[src/rtl/cam_pkg.sv]
// Shared definitions for the camera frame writer: FSM state encoding and window sizing helper.
package cam_pkg;

   localparam int unsigned PIX_W = 16;

   typedef enum logic [2:0] {
      ST_IDLE    = 3'd0,
      ST_WAIT_VS = 3'd1,
      ST_SYNC    = 3'd2,
      ST_ACTIVE  = 3'd3,
      ST_DONE    = 3'd4
   } cam_state_e;

   // Number of pixels in the crop window, i.e. the number of RAM writes per frame.
   function automatic int unsigned win_pixels(input int unsigned w, input int unsigned h);
      return w * h;
   endfunction

endpackage

[src/rtl/cam_win_counter.sv]
// Pixel x/y position tracking with saturation and crop-window hit detection.
// CAM_DOWNSCALE_EN: keep only even raw x/y pixels and compare the window in halved coordinates.
module cam_win_counter
   import cam_pkg::*;
#(
   parameter int unsigned SRC_W  = 640,
   parameter int unsigned SRC_H  = 480,
   parameter int unsigned WIN_X0 = 0,
   parameter int unsigned WIN_Y0 = 0,
   parameter int unsigned WIN_W  = 256,
   parameter int unsigned WIN_H  = 240
) (
   input  logic csi_pclk,
   input  logic reset_n,
   input  logic clear_i,
   input  logic step_i,
   input  logic line_end_i,
   output logic win_hit_c_o
);

`ifdef CAM_DOWNSCALE_EN
   localparam int unsigned SCALE = 2;
`else
   localparam int unsigned SCALE = 1;
`endif
   localparam int unsigned X_LIM = SRC_W * SCALE;
   localparam int unsigned Y_LIM = SRC_H * SCALE;
   localparam int unsigned XW    = $clog2(X_LIM + 1);
   localparam int unsigned YW    = $clog2(Y_LIM + 1);

   logic [XW-1:0] x_q, x_d;
   logic [YW-1:0] y_q, y_d;
   logic [XW-1:0] xs;
   logic [YW-1:0] ys;
   logic          keep;

`ifdef CAM_DOWNSCALE_EN
   assign xs   = x_q >> 1;
   assign ys   = y_q >> 1;
   assign keep = ~x_q[0] & ~y_q[0];
`else
   assign xs   = x_q;
   assign ys   = y_q;
   assign keep = 1'b1;
`endif

   // Raw counters saturate at the (scaled) source size so overlong lines/frames are ignored.
   always_comb begin
      x_d = x_q;
      y_d = y_q;
      if (clear_i) begin
         x_d = '0;
         y_d = '0;
      end else if (line_end_i) begin
         x_d = '0;
         if (32'(y_q) < Y_LIM) y_d = y_q + YW'(1);
      end else if (step_i && (32'(x_q) < X_LIM)) begin
         x_d = x_q + XW'(1);
      end
   end

   always_ff @(posedge csi_pclk or negedge reset_n) begin
      if (!reset_n) begin
         x_q <= '0;
         y_q <= '0;
      end else begin
         x_q <= x_d;
         y_q <= y_d;
      end
   end

   assign win_hit_c_o = keep
                      && (32'(xs) >= WIN_X0) && (32'(xs) < WIN_X0 + WIN_W)
                      && (32'(ys) >= WIN_Y0) && (32'(ys) < WIN_Y0 + WIN_H);

endmodule

[src/rtl/cam_frame_writer.sv]
// Crops a window out of the incoming RGB565 pixel stream and writes it linearly to a frame-buffer RAM port.
module cam_frame_writer
   import cam_pkg::*;
#(
   parameter int unsigned SRC_W  = 640,
   parameter int unsigned SRC_H  = 480,
   parameter int unsigned WIN_X0 = 0,
   parameter int unsigned WIN_Y0 = 0,
   parameter int unsigned WIN_W  = 256,
   parameter int unsigned WIN_H  = 240,
   parameter int unsigned ADDR_W = 16
) (
   input  logic              csi_pclk,
   input  logic              reset_n,
   input  logic              enable,
   input  logic              vsync,
   input  logic              href,
   input  logic              pix_valid,
   input  logic [PIX_W-1:0]  pix_data,
   output logic              mem_we,
   output logic [ADDR_W-1:0] mem_addr,
   output logic [PIX_W-1:0]  mem_wdata,
   output logic              frame_busy,
   output logic              frame_done,
   output logic              short_err
);

   localparam int unsigned       WIN_PIXELS = win_pixels(WIN_W, WIN_H);
   localparam logic [ADDR_W-1:0] LAST_ADDR  = ADDR_W'(WIN_PIXELS - 1);

   if (64'(WIN_PIXELS) > (64'd1 << ADDR_W)) begin : g_size_check
      $error("cam_frame_writer: crop window does not fit in the RAM address space");
   end

   cam_state_e        state_q, state_d;
   logic              vs_q, hr_q;
   logic [ADDR_W-1:0] addr_q, addr_d;
   logic              we_q, we_d;
   logic [ADDR_W-1:0] waddr_q, waddr_d;
   logic [PIX_W-1:0]  wdata_q, wdata_d;
   logic              busy_q, busy_d;
   logic              done_q, done_d;
   logic              serr_q, serr_d;

   logic vs_rise_c, vs_fall_c;
   logic clear_c, step_c, line_end_c;
   logic win_hit_c;

   assign vs_rise_c = vsync & ~vs_q;
   assign vs_fall_c = ~vsync & vs_q;

   cam_win_counter #(
      .SRC_W  (SRC_W),
      .SRC_H  (SRC_H),
      .WIN_X0 (WIN_X0),
      .WIN_Y0 (WIN_Y0),
      .WIN_W  (WIN_W),
      .WIN_H  (WIN_H)
   ) u_win (
      .csi_pclk    (csi_pclk),
      .reset_n     (reset_n),
      .clear_i     (clear_c),
      .step_i      (step_c),
      .line_end_i  (line_end_c),
      .win_hit_c_o (win_hit_c)
   );

   // Next-state, address counter and RAM port stage.
   always_comb begin
      state_d    = state_q;
      addr_d     = addr_q;
      we_d       = 1'b0;
      waddr_d    = waddr_q;
      wdata_d    = wdata_q;
      done_d     = 1'b0;
      serr_d     = 1'b0;
      clear_c    = 1'b0;
      step_c     = 1'b0;
      line_end_c = 1'b0;

      unique case (state_q)
         ST_IDLE: begin
            if (enable) state_d = ST_WAIT_VS;
         end
         ST_WAIT_VS: begin
            if (!enable)        state_d = ST_IDLE;
            else if (vs_rise_c) state_d = ST_SYNC;
         end
         ST_SYNC: begin
            clear_c = 1'b1;
            addr_d  = '0;
            if (vs_fall_c) state_d = ST_ACTIVE;
         end
         ST_ACTIVE: begin
            step_c     = pix_valid & href;
            line_end_c = hr_q & ~href;
            if (step_c && win_hit_c) begin
               we_d    = 1'b1;
               waddr_d = addr_q;
               wdata_d = pix_data;
               addr_d  = addr_q + ADDR_W'(1);
            end
            // The final write takes priority over a coincident vsync rise.
            if (step_c && win_hit_c && (addr_q == LAST_ADDR)) begin
               state_d = ST_DONE;
            end else if (vs_rise_c) begin
               serr_d  = 1'b1;
               state_d = ST_SYNC;
            end
         end
         ST_DONE: begin
            done_d  = 1'b1;
            state_d = ST_WAIT_VS;
         end
         default: state_d = ST_IDLE;
      endcase

      busy_d = (state_d == ST_SYNC) || (state_d == ST_ACTIVE);
   end

   always_ff @(posedge csi_pclk or negedge reset_n) begin
      if (!reset_n) begin
         state_q <= ST_IDLE;
         vs_q    <= 1'b0;
         hr_q    <= 1'b0;
         addr_q  <= '0;
         we_q    <= 1'b0;
         waddr_q <= '0;
         wdata_q <= '0;
         busy_q  <= 1'b0;
         done_q  <= 1'b0;
         serr_q  <= 1'b0;
      end else begin
         state_q <= state_d;
         vs_q    <= vsync;
         hr_q    <= href;
         addr_q  <= addr_d;
         we_q    <= we_d;
         waddr_q <= waddr_d;
         wdata_q <= wdata_d;
         busy_q  <= busy_d;
         done_q  <= done_d;
         serr_q  <= serr_d;
      end
   end

   assign mem_we     = we_q;
   assign mem_addr   = waddr_q;
   assign mem_wdata  = wdata_q;
   assign frame_busy = busy_q;
   assign frame_done = done_q;
   assign short_err  = serr_q;

endmodule

[config.mk]
export PLATFORM = sky130hd
export DESIGN_NAME = cam_frame_writer
export DESIGN_NICKNAME = d
export VERILOG_FILES = /design/src/rtl/cam_pkg.sv /design/src/rtl/cam_win_counter.sv /design/src/rtl/cam_frame_writer.sv
export SDC_FILE = /design/constraint.sdc
export NUM_CORES = 1
export LEC_CHECK = 0
export ABC_AREA = 0
export BUFFER_PORTS_ARGS = -buffer_cell sky130_fd_sc_hd__buf_2
export CORE_MARGIN = 2
export CORE_UTILIZATION = 50
export CTS_BUF_LIST = sky130_fd_sc_hd__clkbuf_8
export CTS_CLUSTER_DIAMETER = 150
export DETAILED_ROUTE_END_ITERATION = 10
export PLACE_DENSITY_LB_ADDON = 0.08
export SLEW_MARGIN = 20
export SYNTH_ARGS = -nofsm -noshare
export SYNTH_HDL_FRONTEND = slang
export SYNTH_HIERARCHICAL = 1
export SYNTH_SLANG_ARGS = --single-unit
[constraint.sdc]
create_clock -name csi_pclk -period 2.92 [get_ports csi_pclk]
set_input_delay 0.584 -clock csi_pclk [delete_from_list [all_inputs] [get_ports csi_pclk]]
set_output_delay 0.584 -clock csi_pclk [all_outputs]
set_load 0.005 [all_outputs]
# ---- Word-level counts from Yosys, hierarchy flattened
# Cells that the tools add are included.
dict set report totals {
  reg_bits 76
  input_bits 22
  output_inout_bits 36
  wordCells 70
}
dict set report op_classes {
  n_addsub 3
  magnitude_cmp 4
  n_eq_ne 8
  n_mux 23
  bitwise 7
  n_reduce_logical 13
}
# cell n
set op_table {}
lappend op_table {{$pmux 16 s2} 1}
lappend op_table {{$mux 10} 3}
lappend op_table {{$mux 9} 3}
lappend op_table {{$add 16x1->16 const B} 1}
lappend op_table {{$eq 16x16->1 const B} 1}
lappend op_table {{$mux 16} 1}
lappend op_table {{$mux 3} 5}
lappend op_table {{$pmux 3 s5} 1}
lappend op_table {{$eq 3x2->1 const B} 4}
lappend op_table {{$add 10x1->10 const B} 1}
lappend op_table {{$lt 10x10->1 const B} 1}
lappend op_table {{$lt 10x9->1 const B} 1}
lappend op_table {{$add 9x1->9 const B} 1}
lappend op_table {{$lt 9x8->1 const B} 1}
lappend op_table {{$lt 9x9->1 const B} 1}
lappend op_table {{$mux 1} 9}
lappend op_table {{$reduce_and 2->1} 3}
lappend op_table {{$reduce_bool 2->1} 3}
lappend op_table {{$and 1x1->1} 4}
lappend op_table {{$logic_and 1x1->1} 4}
lappend op_table {{$eq 3x1->1 const B} 1}
lappend op_table {{$eq 3x3->1 const B} 1}
lappend op_table {{$logic_not 3->1} 1}
lappend op_table {{$not 1->1} 3}
lappend op_table {{other kinds (3)} 3}

# ---- Longest topological paths before layout
dict set report logic_depth {
  depth_word 8
  mapped_depth 9
  mapped_depth_nobuf 6
}

# ---- By module
# Netlist, hierarchy kept.
# mod n_inst cells_each area_per_inst_um2 seq_area_each_um2
set by_module_without_submodules {}
lappend by_module_without_submodules {cam_frame_writer 1 196 2471.1 1426.4}
lappend by_module_without_submodules {cam_win_counter 1 104 1012.2 475.5}

# ---- Worst setup path before layout
# OpenSTA, ideal clock, no wires.
dict set report synth_timing {
  path_kind {reg2reg}
  start {register state_q[2]}
  end {register u_win.y_q[7]}
  setup_ns 0.077
  arrival_time_ns 2.021
  path_slack_ns 0.821
  stages_incl_launch_ff 7
  n_path_buf 1
  cell_sequence {dfrtp_1 > clkbuf_2 > nand3b_4 > nor3b_1 > nand4_2 > or4_1 > a21oi_1}
}
dict set report synth_between {
  elab_chain_len 4
  word_cells_on_any_way 8
  classes_between {2 x eq/ne; 3 x mux; 3 x reduce/logical}
}
# element line_no
set synth_rtl {}
lappend synth_rtl {{start: declaration} cam_frame_writer.sv:35} ;# cam_state_e state_q, state_d;
lappend synth_rtl {{start signal: assignment} cam_frame_writer.sv:134} ;# state_q <= state_d;
lappend synth_rtl {{$eq 3x2->1} cam_frame_writer.sv:81} ;# unique case (state_q)
lappend synth_rtl {{$mux 1} cam_frame_writer.sv:81}
lappend synth_rtl {{named net line_end_c} cam_frame_writer.sv:46} ;# logic clear_c, step_c, line_end_c;
lappend synth_rtl {{$reduce_bool 2->1 (no source line)} --}
lappend synth_rtl {{$reduce_and 2->1 (no source line)} --}
lappend synth_rtl {{end signal: assignment} cam_win_counter.sv:68} ;# y_q <= y_d;
lappend synth_rtl {{end: declaration} cam_win_counter.sv:32} ;# logic [YW-1:0] y_q, y_d;
# The timed path passes the listed nets, and every way through them passes these cells.
# A chain may end at the register's enable or synchronous reset.

# ---- Worst setup path after layout
dict set report layout_timing {
  start {register u_win.y_q[5]}
  end {register addr_q[15]}
}
dict set report layout_between {
  elab_chain_len 5
}
# element line_no
set layout_rtl {}
lappend layout_rtl {{$lt 9x8->1} cam_win_counter.sv:74} ;# && (32'(ys) >= WIN_Y0) && (32'(ys) < WIN_Y0 + WIN_H);
lappend layout_rtl {{$logic_and 1x1->1} cam_win_counter.sv:74}
lappend layout_rtl {{named net win_hit_c} cam_frame_writer.sv:47} ;# logic win_hit_c;
lappend layout_rtl {{$logic_and 1x1->1} cam_frame_writer.sv:97} ;# if (step_c && win_hit_c) begin
lappend layout_rtl {{$ne 2x2->1 (no source line)} --}
lappend layout_rtl {{$reduce_and 2->1 (no source line)} --}
lappend layout_rtl {{end signal: assignment} cam_frame_writer.sv:137} ;# addr_q <= addr_d;
lappend layout_rtl {{end: declaration} cam_frame_writer.sv:37} ;# logic [ADDR_W-1:0] addr_q, addr_d;
# The timed path passes the listed nets, and every way through them passes these cells.

==> flow_summary_export.csv <==
group,metric,value,unit
cells_and_area,area_growth,16.0,%
sta,rsz0062_at_grt,"no",
cts,cts_tree,"built",
logic_synthesis,synth-seq-area-share,54.6,%
floorplanning,die_area,0.00765,mm²
cts,cts_sinks,76,
critical_path,crit_path_start_kind,"register",
logic_synthesis,syn_area,0.00348,mm²
critical_path,cp.required,3.20,ns
route,wl,6490,µm
sta,drv_slew,0,
outcome,outcome,"finished clean",
route,vias,2513,
sta,fin_worst_skew,0.0115,ns
placed_design,post-place-ws,0.683,ns
cts,clock_path_buffers,2,
sta,max_freq,0.444,GHz
logic_synthesis,synth_ff_type,"dfrtp_1",
floorplanning,io_pins,58,
critical_path,path_buf_inv,0,
power_and_ir_drop,peakVddDrop,0.000514,V
route,vias_per_cell,5.66,
power_and_ir_drop,p_leak,1.84,nW
route,drc,0,
cts,post_cts_resized,0,
flow_run,max_cap_violations,0,
cts,htree_levels,3,
critical_path,cp_top_family,"simple AND/OR/NAND/NOR gates",
floorplanning,die_h,87.5,µm
critical_path,cpPeakStageDelay,0.48,ns
cells_and_area,n_fill_cell,578,
route,drtAntennaViolNets,0,
logic_synthesis,synth_nets,325,
sta,finalHoldViolations,0,
route,post_drt_wl_per_cell,14.6,µm
cts,cts_hold_buf,0,
global_routing,grt_pass1_wl,11100,µm
critical_path,cp_max_fo,13,
critical_path,crit_type,"reg -> reg",
route,first_iter_violations,80,
placed_design,dp_hpwl,4360,µm
power_and_ir_drop,powerDensity,745,mW/mm²
cells_and_area,fin_nets,384,
cells_and_area,drive_gt1_share,33.0,%
sta,worstMarginPinSlew,0.934,ns
cts,root_buffer,"clkbuf_8",
sta,fin_crit_sh,77.1,%
logic_synthesis,syn_inst,300,
critical_path,critPathCaptureType,"register",
sta,setup_ws,0.668,ns
floorplanning,num_rows,30,
floorplanning,initial_utilization,51.6,%
cts,postCtsSetupRepairBufs,0,
critical_path,slowest_stage,"a211o_1",
critical_path,worstPathCellList,"and4_1, nor4_1, nand3_2, a211o_1, or4_1, a21oi_1",
global_routing,gr-usage-all-layers,18.6,%
logic_synthesis,ys_seq_elements,76,
logic_synthesis,syn_avg_cell_area,11.6,µm²
logic_synthesis,synthArstFlopShare,100,%
logic_synthesis,synth_edf_count,0,
cts,clk_pin_slew,0.08,ns
worst_hold_path,hp-class,"in -> async",
cells_and_area,final_cell_mix,"76 x dfrtp_1, 56 x buf_2, 34 x mux2_2",
cts,clk_latency,0.34,ns
global_routing,grt_overflow,0,
global_routing,antenna_found_initial,0,
sta,setup_tns,0,ns
floorplanning,dieWidth,87.5,µm
global_routing,grt_pass1_vias,2394,
sta,finalCriticalPeriod,2.25,ns
placed_design,gp_congestion,0.770,
cts,cts_buffers,9,
logic_synthesis,ys_types,47,
sta,maxSlewHeadroom,37.7,%
critical_path,arrival,2.53,ns
logic_synthesis,ys_warn_count,6,
floorplanning,coreArea,0.00676,mm²
route,drt_first_pass_iters,4,
sta,setup-violations-final,0,
cells_and_area,antenna_cells,0,
global_routing,grt_max_degree,77,
cells_and_area,mostFrequentLayoutCell,"dfrtp_1",
placed_design,io_buffers,57,
==> routing by layer <==
layer	up-vias	share of wire, %	GRT usage, %
met4	0	1.6	7.83
li1	1240	-	-
met5	-	0	0
met1	1202	49	25.5
met2	61	44	27.1
met3	10	5.2	5.88
==> power breakdown <==
group	internal [mW]	switching, mW
Sequential	1.25	0.153
Combinational	0.355	0.360
Clock	0.505	0.389
Total	2.11	0.902
==> flip-flops by register name, indices dropped and copies added, names as in the netlist <==
signal / count
addr_q: 16
frame_busy: 1
frame_done: 1
hr_q: 1
mem_addr: 16
mem_wdata: 16
mem_we: 1
short_err: 1
state_q: 3
u_win/x_q: 10
u_win/y_q: 9
vs_q: 1
==> metrics by stage <==
| stage | cells | utilization [%] | total power [mW] | area, µm² | hold WS (ns) |
|---|---|---|---|---|---|
| after global routing | 444 | 59.8 | 3.20 | 4040 | 0.362 |
| after global placement | 428 | 56.5 | 2.14 | 3820 | 0.484 |
| after floorplan | 300 | - | 1.87 | 3480 | 0.288 |
| after CTS | 444 | 59.8 | 3.06 | 4040 | 0.366 |
| final | 444 | 59.8 | 3.01 | 4040 | 0.385 |
| after detailed placement | 428 | 56.5 | 2.15 | 3820 | 0.490 |
==> logic make-up (layout without fill, tap and decap cells) <==
kind of cell	Yosys count	after routing	share of synthesized area [%]
mux	35	35	11.3
buf+inv	24	88	3.66
simple gates	91	91	16.6
flops	76	76	54.6
compound gates	67	67	11.8
fa+ha+maj	3	3	1.08
xor+xnor	4	4	1.01
==> final timing paths <==
| kind | from | slack, ns | depth (start not counted) | to |
|---|---|---|---|---|
| worst max-delay path | u_win/y_q[5]$_DFFE_PN0P_ | 0.67 | 6 | addr_q[15]$_DFFE_PN0P_ |
| worst min-delay path | reset_n | 0.39 | 1 | mem_addr[10]$_DFFE_PN0P_ |
| worst max register to register | u_win/y_q[5]$_DFFE_PN0P_ | 0.67 | 6 | addr_q[15]$_DFFE_PN0P_ |
| worst min register to register | mem_wdata[15]$_DFFE_PN0P_ | 0.50 | 1 | mem_wdata[15]$_DFFE_PN0P_ |
| max in group asynchronous | reset_n | 1.94 | 1 | u_win/y_q[5]$_DFFE_PN0P_ |
| min in group csi_pclk | vsync | 0.39 | 1 | vs_q$_DFF_PN0_ |
==> synthesized netlist by cell type (4+ instances only) <==
cell type / instances / share of area, %
a21oi_1: 25 / 3.6
buf_2: 5 / 0.72
dfrtp_1: 76 / 55
inv_1: 12 / 1.3
mux2_2: 34 / 11
nand2_1: 14 / 1.5
nand3_1: 10 / 1.4
nand4_1: 7 / 1.3
nor2_1: 10 / 1.1
nor2b_1: 4 / 0.72
o21ai_0: 16 / 2.3
o31ai_1: 9 / 1.9
or3_1: 14 / 2.5
or4_1: 10 / 2.2
xnor2_1: 4 / 1.0
==> worst register-to-register path, cell delays in order (launching register included) <==
cell,delay [ns]
dfrtp_1,0.43
and4_1,0.23
nor4_1,0.23
nand3_2,0.23
a211o_1,0.48
or4_1,0.44
a21oi_1,0.14
==> layout make-up <==
| cell class | count | area, µm² | share of cell area (%) |
|---|---|---|---|
| timing repair buffer | 60 | 310 | 7.68 |
| sequential | 76 | 1900 | 47.1 |
| tap | 80 | 100 | 2.48 |
| inverter | 12 | 45.0 | 1.11 |
| multi-input combinational | 200 | 1460 | 36.1 |
| clock inverter | 6 | 87.6 | 2.17 |
| clock buffer | 10 | 138 | 3.41 |
No activity file was read; power rests on OpenSTA's default activity.
